## config.mk

```make
export PLATFORM = sky130hd
export DESIGN_NAME = vote_session_ctrl_flat
export DESIGN_NICKNAME = d
export VERILOG_FILES = /design/src/rtl/vote_session_ctrl_pkg.sv /design/src/rtl/vote_session_ctrl_if.sv /design/src/rtl/vote_session_ctrl_tally.sv /design/src/rtl/vote_session_ctrl.sv /design/src/flat_wrapper.sv
export SDC_FILE = /design/constraint.sdc
export NUM_CORES = 1
export LEC_CHECK = 0
export ABC_CLOCK_PERIOD_IN_PS = 3600
export BUFFER_PORTS_ARGS = -buffer_cell sky130_fd_sc_hd__buf_2
export CORE_ASPECT_RATIO = 1.4
export CORE_UTILIZATION = 50
export CTS_BUF_LIST = sky130_fd_sc_hd__clkbuf_4 sky130_fd_sc_hd__clkbuf_8 sky130_fd_sc_hd__clkbuf_16
export DETAILED_ROUTE_END_ITERATION = 7
export PLACE_DENSITY = 0.71
export SLEW_MARGIN = 20
export SYNTH_ARGS = -nofsm -noshare
export SYNTH_HDL_FRONTEND = slang
export SYNTH_SLANG_ARGS = --single-unit
```

## constraint.sdc

```tcl
create_clock -name clk -period 3.6 [get_ports clk]
set_input_delay 0.72 -clock clk [delete_from_list [all_inputs] [get_ports clk]]
set_output_delay 0.72 -clock clk [all_outputs]
set_load 0.02 [all_outputs]
```

## src/rtl/vote_session_ctrl_pkg.sv

```systemverilog
// Shared types and constants for the voting session controller.
package vote_pkg;

    localparam int VOTERS    = 4;
    localparam int CHAIR_IDX = 0;
    localparam int CNT_W     = 16;

    typedef enum logic [1:0] {
        IDLE  = 2'd0,
        OPEN  = 2'd1,
        TALLY = 2'd2,
        DONE  = 2'd3
    } state_t;

endpackage

```

## src/rtl/vote_session_ctrl_if.sv

```systemverilog
// Session control / ballot bus between a chair console (master) and the controller (slave).
interface vote_session_ctrl_if;
    import vote_pkg::*;

    logic              start;
    logic              abort;
    logic [VOTERS-1:0] vote_stb;
    logic [VOTERS-1:0] vote_val;
    logic              busy;
    logic [VOTERS-1:0] voted;
    logic [2:0]        yes_cnt;
    logic              result;
    logic              result_valid;

    modport master (
        output start, abort, vote_stb, vote_val,
        input  busy, voted, yes_cnt, result, result_valid
    );

    modport slave (
        input  start, abort, vote_stb, vote_val,
        output busy, voted, yes_cnt, result, result_valid
    );
endinterface

```

## src/rtl/vote_session_ctrl_tally.sv

```systemverilog
// Combinational tally: counts locked yes ballots and applies the chairman tie-break.
module vote_tally
    import vote_pkg::*;
(
    input  logic [VOTERS-1:0] i_ballot,
    input  logic [VOTERS-1:0] i_voted,
    output logic [2:0]        o_yes_cnt,
    output logic              o_result
);
    logic [VOTERS-1:0] w_yes;
    logic [2:0]        w_cnt;

    // Abstainers carry no locked ballot, so masking with voted makes them "no".
    always_comb begin
        w_yes = i_ballot & i_voted;
        w_cnt = 3'd0;
        for (int i = 0; i < VOTERS; i++) begin
            w_cnt = w_cnt + 3'(w_yes[i]);
        end
    end

    assign o_yes_cnt = w_cnt;
    assign o_result  = (w_cnt >= 3'd3) || ((w_cnt == 3'd2) && w_yes[CHAIR_IDX]);
endmodule

```

## src/rtl/vote_session_ctrl.sv

```systemverilog
// Voting session FSM: opens a timed window, locks first ballots, tallies once, holds the result.
module vote_session_ctrl #(
    parameter int WINDOW_CYCLES = 1000,
    parameter int VOTERS        = 4
) (
    input  logic                 clk,
    input  logic                 rst,
    vote_session_ctrl_if.slave   bus
);
    localparam logic [vote_pkg::CNT_W-1:0] CNT_LOAD  = vote_pkg::CNT_W'(WINDOW_CYCLES - 1);
    localparam logic [VOTERS-1:0]          ALL_VOTED = '1;

    vote_pkg::state_t             r_state;
    logic [vote_pkg::CNT_W-1:0]   r_cnt;
    logic [VOTERS-1:0]            r_ballot;
    logic [VOTERS-1:0]            r_voted;
    logic [2:0]                   r_yes_cnt;
    logic                         r_result;
    logic                         r_result_valid;

    logic [VOTERS-1:0]            w_new;
    logic [2:0]                   w_yes_cnt;
    logic                         w_result;
    logic                         w_busy;

    assign w_new  = bus.vote_stb & ~r_voted;
    assign w_busy = (r_state == vote_pkg::OPEN) || (r_state == vote_pkg::TALLY);

    vote_tally u_tally (
        .i_ballot  (r_ballot),
        .i_voted   (r_voted),
        .o_yes_cnt (w_yes_cnt),
        .o_result  (w_result)
    );

    always_ff @(posedge clk) begin
        if (rst || (bus.abort && w_busy)) begin
            r_state        <= vote_pkg::IDLE;
            r_cnt          <= '0;
            r_ballot       <= '0;
            r_voted        <= '0;
            r_yes_cnt      <= '0;
            r_result       <= 1'b0;
            r_result_valid <= 1'b0;
        end else begin
            r_result_valid <= 1'b0;
            case (r_state)
                // abort outranks start even where abort itself does nothing
                vote_pkg::IDLE, vote_pkg::DONE: begin
                    if (bus.start && !bus.abort) begin
                        r_state   <= vote_pkg::OPEN;
                        r_cnt     <= CNT_LOAD;
                        r_ballot  <= '0;
                        r_voted   <= '0;
                        r_yes_cnt <= '0;
                        r_result  <= 1'b0;
                    end
                end
                vote_pkg::OPEN: begin
                    r_ballot <= (r_ballot & ~w_new) | (bus.vote_val & w_new);
                    r_voted  <= r_voted | w_new;
                    if (r_cnt != '0) begin
                        r_cnt <= r_cnt - 1'b1;
                    end
                    if ((r_cnt == '0) || (r_voted == ALL_VOTED)) begin
                        r_state <= vote_pkg::TALLY;
                    end
                end
                vote_pkg::TALLY: begin
                    r_yes_cnt      <= w_yes_cnt;
                    r_result       <= w_result;
                    r_result_valid <= 1'b1;
                    r_state        <= vote_pkg::DONE;
                end
            endcase
        end
    end

    assign bus.busy         = w_busy;
    assign bus.voted        = r_voted;
    assign bus.yes_cnt      = r_yes_cnt;
    assign bus.result       = r_result;
    assign bus.result_valid = r_result_valid;
endmodule

```

## src/flat_wrapper.sv

```systemverilog
// flat-port wrapper written by rule: the top's interface ports become plain ports
module vote_session_ctrl_flat 
#(
    parameter int WINDOW_CYCLES = 1000,
    parameter int VOTERS        = 4
)
  (clk, rst, bus_start, bus_abort, bus_vote_stb, bus_vote_val, bus_busy, bus_voted, bus_yes_cnt, bus_result, bus_result_valid);
  vote_session_ctrl_if bus_i ();
  input  logic clk;
  input  logic rst;
  input wire logic [$bits(bus_i.start)-1:0] bus_start;
  input wire logic [$bits(bus_i.abort)-1:0] bus_abort;
  input wire logic [$bits(bus_i.vote_stb)-1:0] bus_vote_stb;
  input wire logic [$bits(bus_i.vote_val)-1:0] bus_vote_val;
  output wire logic [$bits(bus_i.busy)-1:0] bus_busy;
  output wire logic [$bits(bus_i.voted)-1:0] bus_voted;
  output wire logic [$bits(bus_i.yes_cnt)-1:0] bus_yes_cnt;
  output wire logic [$bits(bus_i.result)-1:0] bus_result;
  output wire logic [$bits(bus_i.result_valid)-1:0] bus_result_valid;
  assign bus_i.start = bus_start;
  assign bus_i.abort = bus_abort;
  assign bus_i.vote_stb = bus_vote_stb;
  assign bus_i.vote_val = bus_vote_val;
  assign bus_busy = bus_i.busy;
  assign bus_voted = bus_i.voted;
  assign bus_yes_cnt = bus_i.yes_cnt;
  assign bus_result = bus_i.result;
  assign bus_result_valid = bus_i.result_valid;
  vote_session_ctrl #(.WINDOW_CYCLES(WINDOW_CYCLES), .VOTERS(VOTERS)) u_core (.clk(clk), .rst(rst), .bus(bus_i));
endmodule
```

==> run_results.csv, run 1 <==
group,metric,value,unit
status,run_status,"complete, no violations",
layout,nets,232,
worst_setup_path,critPathKind,"flop to flop",
yosys,synth_edf_count,0,
worst_setup_path,cp_max_fo,21,
route,first_pass_iters,4,
route,viasPerCell,5.85,
placement,gp_congestion,0.842,
cts,htreeDepth,2,
power_and_ir_drop,p_total,1700,uW
cts,hold_buffers,0,
min_path,hold_class,"flop to flop",
sta,finalSetupViolCount,0,
worst_setup_path,crit_required,3830,ps
sta,rsz0062_at_grt,"false",
layout,drive_gt1_share,18.8,%
layout,layout_commonest_cell,"dfxtp_1",
route,drc_errors,0,
floorplanning,io-pin-count,22,
layout,stdcell_count,252,
power_and_ir_drop,peakVddDrop,0.000569,V
sta,fin_hold_ws,468,ps
sta,fin_crit_sh,68.2,%
placement,dp_hpwl,2.71,mm
cts,cts.repair.resized,0,
yosys,synthCells,191,
cts,cts_tree,"yes",
route,antenna_left,0,
yosys,ys.flop_type,"dfxtp_1",
placement,portBuffers,21,
cts,clockRootBuffer,"clkbuf_8",
global_route,grt_pass1_vias,1472,
yosys,ys_ff_latch,31,
sta,slew_headroom,55.8,%
global_route,antenna_found_initial,0,
sta,fmax,407,MHz
worst_setup_path,cp-start-kind,"flop",
global_route,grt_pass1_wl,6.24,mm
placement,placed_cells,244,
yosys,syn-cell-area,1640,um2
floorplanning,die_area,3520,um2
cts,cts.sinks,31,
power_and_ir_drop,p_per_area,903,nW/um2
layout,multiInputGateArea,953,um2
cts,post_cts_buffers,0,
floorplanning,die_h,69.8,um
sta,skew,5.06,ps
route,wl_per_cell,14.1,um
layout,syn_to_final_growth,14.9,%
sta,tns,0,ps
layout,final_cell_mix,"dfxtp_1 (31), nor2_1 (26), buf_2 (21)",
global_route,track_usage,23.1,%
cts,cts-buffers-inserted,5,
layout,utilization,60.4,%
floorplanning,initial_utilization,52.6,%
yosys,synth.net_count,211,
worst_setup_path,worstPathArrival,2680,ps
yosys,ys_types,45,
worst_setup_path,worst_setup_path_end_kind,"flop",
sta,worst_pin_slew,663,ps
global_route,grt_max_degree,22,
route,drt-total-wl,3.56,mm
floorplanning,die_w,50.4,um
sta,fin_crit,2460,ps
route,vias,1475,
sta,finalHoldViolations,0,
yosys,syn_area_per_cell,8.60,um2
sta,slew_viol_final,0,
cts,clkLatencyLatePin,280,ps
route,drtIter0Drc,28,
yosys,yosysSeqAreaShare,37.8,%
global_route,overflow,0,
floorplanning,coreArea,3120,um2
yosys,async_flop_share,0,%
floorplanning,rows,24,
layout,diodes,0,
cts,clk_path_buf_depth,2,
job,maxCapViolations,0,
yosys,yosysWarningCount,0,
power_and_ir_drop,p_leak,0.000764,uW
layout,nFillCells,305,
layout,seqCellArea,621,um2
cts,clk_pin_slew,70,ps
[cell usage after synthesis, types with 2 or more instances]
library cell	number	area [um2]
a2111oi_0	2	17.5
a211oi_1	3	22.5
a21oi_1	15	75.1
a31oi_1	3	18.8
a32oi_1	6	52.6
and2_1	2	12.5
clkbuf_1	6	22.5
dfxtp_1	31	621
ha_1	7	87.6
inv_1	11	41.3
nand2_1	10	37.5
nand2b_1	2	12.5
nand3_1	4	20.0
nand4_1	2	12.5
nor2_1	26	97.6
nor2b_1	7	43.8
o211ai_1	5	37.5
o21ai_0	9	45.0
o31ai_1	2	15.0
or2_2	2	12.5
or3_1	3	18.8
or4_1	3	22.5
or4_4	2	22.5
xnor2_1	4	35.0
xor2_1	4	35.0
[metal layers]
metal	vias up	routed length (um)	share of wire [%]	global-route usage (%)
met2	40	1930	54	41.9
met1	697	1440	41	25.0
li1	731	-	-	-
met3	7	123	3.5	5.48
met5	-	0	0	0
met4	0	61	1.7	8.64
[cells by family (layout without fill, tap and decap cells)]
family,Yosys count,count (layout),synth area share [%]
flops,31,31,37.8
mux,1,1,0.609
simple gates,71,71,23.7
xor+xnor,8,8,4.26
buf+inv,18,40,4.19
fa+ha+maj,8,8,6.55
compound gates,54,54,22.9
[worst max-delay path, stage by stage, from the launching register on]
cell and delay (ps):
dfxtp_1 390, inv_1 60, ha_1 380, inv_1 100
a21o_1 400, nand2b_1 430, or4_1 560, nand2_1 80
[flip-flops by register name (all words and copies together), names as in the netlist]
signal                   flops
u_core.r_state               2
u_core.r_ballot              4
u_core.bus.result_valid      1
u_core.bus.yes_cnt           3
u_core.bus.result            1
u_core.r_cnt                16
u_core.bus.voted             4
[report_power, final]
group | leakage [uW] | switching (uW) | internal (uW)
sequential | 0.000252 | 90.6 | 429
combinational | 0.000451 | 515 | 320
clock | 0.0000612 | 126 | 224
total | 0.000764 | 731 | 972
[path summary, 6_finish.rpt]
check             slack [ps]  cells past startpoint                               start                            endpoint
setup / recovery        1140                      7      u_core.r_state[0]$_SDFFE_PP0P_       u_core.r_cnt[13]$_SDFFE_PP0P_
hold / removal           470                      2  u_core.bus.yes_cnt[2]$_SDFFE_PP0P_  u_core.bus.yes_cnt[2]$_SDFFE_PP0P_
setup reg to reg        1140                      7      u_core.r_state[0]$_SDFFE_PP0P_       u_core.r_cnt[13]$_SDFFE_PP0P_
hold reg to reg          470                      2  u_core.bus.yes_cnt[2]$_SDFFE_PP0P_  u_core.bus.yes_cnt[2]$_SDFFE_PP0P_
[through the flow]
stage          instance area, um2  worst slack (ps)
3_5_place_dp                 1770              1130
4_1_cts                      1890              1110
5_1_grt                      1890               912
2_1_floorplan                1640              1610
3_3_place_gp                 1770              1250
6_report                     1890              1140
[layout make-up]
cell class	count	share of cell area, %
Multi-Input combinational cell	142	50.5
Sequential cell	31	32.9
Timing Repair Buffer	21	5.57
Clock buffer	6	4.38
Tap cell	39	2.59
Inverter	11	2.19
Clock inverter	2	1.86
(Power assumes the default switching activity.)
==> run 2: changes to the inputs <==
--- a/config.mk
+++ b/config.mk
@@ -5,7 +5,7 @@
 export SDC_FILE = /design/constraint.sdc
 export NUM_CORES = 1
 export LEC_CHECK = 0
-export ABC_CLOCK_PERIOD_IN_PS = 3600
+export ABC_CLOCK_PERIOD_IN_PS = 2500
 export BUFFER_PORTS_ARGS = -buffer_cell sky130_fd_sc_hd__buf_2
 export CORE_ASPECT_RATIO = 1.4
 export CORE_UTILIZATION = 50
==> constraint.sdc (replaced) <==
create_clock -name clk -period 2.5 [get_ports clk]
set_input_delay 0.5 -clock clk [delete_from_list [all_inputs] [get_ports clk]]
set_output_delay 0.5 -clock clk [all_outputs]
set_load 0.02 [all_outputs]
==> run 2 against run 1 <==
Net effect: critical path depth stayed put; wire length rose by 11%; worst setup slack worse by 860 ps; non-clock buffer count rose by 2; combinational power up 51%; clock power rose by 3%; hold slack lost 11 ps; fmax up 11%; register-to-register slack got worse by 860 ps; utilization decreased by 0.84 points; die area stayed put; clock skew shrank 1.6 ps.
==> run_results.csv, run 2 (same netlist as run 1, synthesis figures left out) <==
group,metric,value,unit
global_route,grt_pass1_vias,1477,
cts,hold_buffers,0,
global_route,grt_pass1_wl,6.45,mm
layout,final_cell_mix,"dfxtp_1 (31), nor2_1 (26), buf_2 (21)",
cts,cts-buffers-inserted,5,
placement,portBuffers,21,
layout,drive_gt1_share,18.8,%
cts,clk_path_buf_depth,2,
sta,tns,0,ps
sta,fin_crit_sh,88.8,%
global_route,grt_max_degree,21,
floorplanning,die_area,3520,um2
route,vias,1536,
layout,layout_commonest_cell,"dfxtp_1",
sta,fmax,451,MHz
route,drc_errors,0,
worst_setup_path,cp_max_fo,7,
sta,rsz0062_at_grt,"false",
worst_setup_path,worst_setup_path_end_kind,"flop",
cts,clk_pin_slew,60,ps
power_and_ir_drop,p_sw_share,46.0,%
power_and_ir_drop,power.share.clock,15.2,%
layout,top_register,"u_core.r_cnt",
placement,post_dp_cell_area,1780,um2
layout,syn_to_final_growth,13.3,%
worst_setup_path,cpMaxStageDelayCell,"or4_1",
sta,slew_viol_final,0,
worst_setup_path,critPathKind,"flop to flop",
layout,nets,234,
cts,cts.sinks,31,
floorplanning,die_h,69.8,um
route,wl_per_cell,15.7,um
power_and_ir_drop,p_leak,0.000753,uW
route,drtIter0Drc,35,
cts,htreeDepth,2,
cts,post_cts_buffers,0,
sta,fin_crit,2220,ps
min_path,hold_class,"flop to flop",
floorplanning,rows,24,
cts,clockRootBuffer,"clkbuf_8",
cts,cts_tree,"yes",
layout,diodes,0,
global_route,overflow,0,
floorplanning,coreArea,3120,um2
power_and_ir_drop,pwr-share-comb,53.1,%
worst_setup_path,max_stage_delay,490,ps
sta,setup_slack,281,ps
cts,cts.repair.resized,0,
sta,finalHoldViolations,0,
layout,final_cell_area,1860,um2
layout,largest_register_ffs,16,
worst_setup_path,cp-start-kind,"flop",
sta,finalSetupViolCount,0,
sta,worst_pin_slew,562,ps
worst_setup_path,path_cells,"inv_1 > ha_1 > nor2b_1 > o2111a_1 > o21ai_0 > or4_1 > nand2_1",
sta,skew,3.43,ps
status,run_status,"complete, no violations",
power_and_ir_drop,p_per_area,1280,nW/um2
sta,slew_headroom,62.2,%
worst_setup_path,crit_required,2730,ps
floorplanning,die_w,50.4,um
placement,gp_congestion,0.866,
cts,clkLatencyLatePin,280,ps
route,first_pass_iters,4,
power_and_ir_drop,p_int,1290,uW
global_route,track_usage,24.4,%
job,maxCapViolations,0,
power_and_ir_drop,peakVddDrop,0.000727,V
placement,dp_hpwl,2.89,mm
floorplanning,initial_utilization,52.6,%
route,viasPerCell,6.10,
route,antenna_left,0,
placement,dp_slack,276,ps
power_and_ir_drop,switchingPower,1090,uW
route,drt-total-wl,3.96,mm
floorplanning,io-pin-count,22,
power_and_ir_drop,power_frac_seq,31.7,%
worst_setup_path,worstPathArrival,2440,ps
global_route,antenna_found_initial,0,
layout,utilization,59.6,%
## run 2: changes by cell type in the layout (fill, tap and decap cells not counted)
cell	change
bufinv_16	-1
clkbuf_8	-1
buf_4	+2
clkbuf_4	+1
clkinv_2	-1
## run 2: critical path: cells and delay by family, from the launching register on
family	cells	cell delay, ps
compound gates	2	490
fa+ha+maj	1	380
buf+inv	1	60
flops	1	380
simple gates	3	850
## run 2: path summary, 6_finish.rpt
check / end / start / depth (start not counted) / slack (ps)
max reg2reg: u_core.r_cnt[13]$_SDFFE_PP0P_ / u_core.r_state[0]$_SDFFE_PP0P_ / 7 / 280
max: u_core.r_cnt[13]$_SDFFE_PP0P_ / u_core.r_state[0]$_SDFFE_PP0P_ / 7 / 280
min reg2reg: u_core.bus.yes_cnt[2]$_SDFFE_PP0P_ / u_core.bus.yes_cnt[2]$_SDFFE_PP0P_ / 2 / 460
min: u_core.bus.yes_cnt[2]$_SDFFE_PP0P_ / u_core.bus.yes_cnt[2]$_SDFFE_PP0P_ / 2 / 460
## run 2: per-layer routing
layer / up-vias / share of wire [%] / global-route usage [%]
li1: 732 / - / -
met1: 737 / 37 / 26.1
met2: 51 / 54 / 42.1
met3: 16 / 5.4 / 6.14
met4: 0 / 3.6 / 14.2
met5: - / 0 / 0
## run 2: per-stage QoR
| step | instances | power, uW | hold WS [ps] |
|---|---|---|---|
| CTS | 252 | 2370 | 458 |
| global route | 252 | 2530 | 474 |
| finish | 252 | 2380 | 457 |
| detailed placement | 246 | 1980 | 449 |
| global placement | 246 | 1930 | 451 |
| floorplan | 191 | 1710 | 446 |
## run 2: area by class of cell
type / count / area, um2
clock buffer: 6 / 76.3
fill: 292 / 1260
inverter: 11 / 41.3
multi-input combinational: 142 / 953
sequential: 31 / 621
tap: 39 / 48.8
timing repair buffer: 23 / 120
## run 2: power by group through the flow
stage	Sequential (uW)	Combinational [uW]	Clock, uW
after floorplan	741	968	0
after global placement	747	1180	0
after detailed placement	757	1220	0
after CTS	749	1250	371
after global routing	770	1370	389
final	754	1260	362
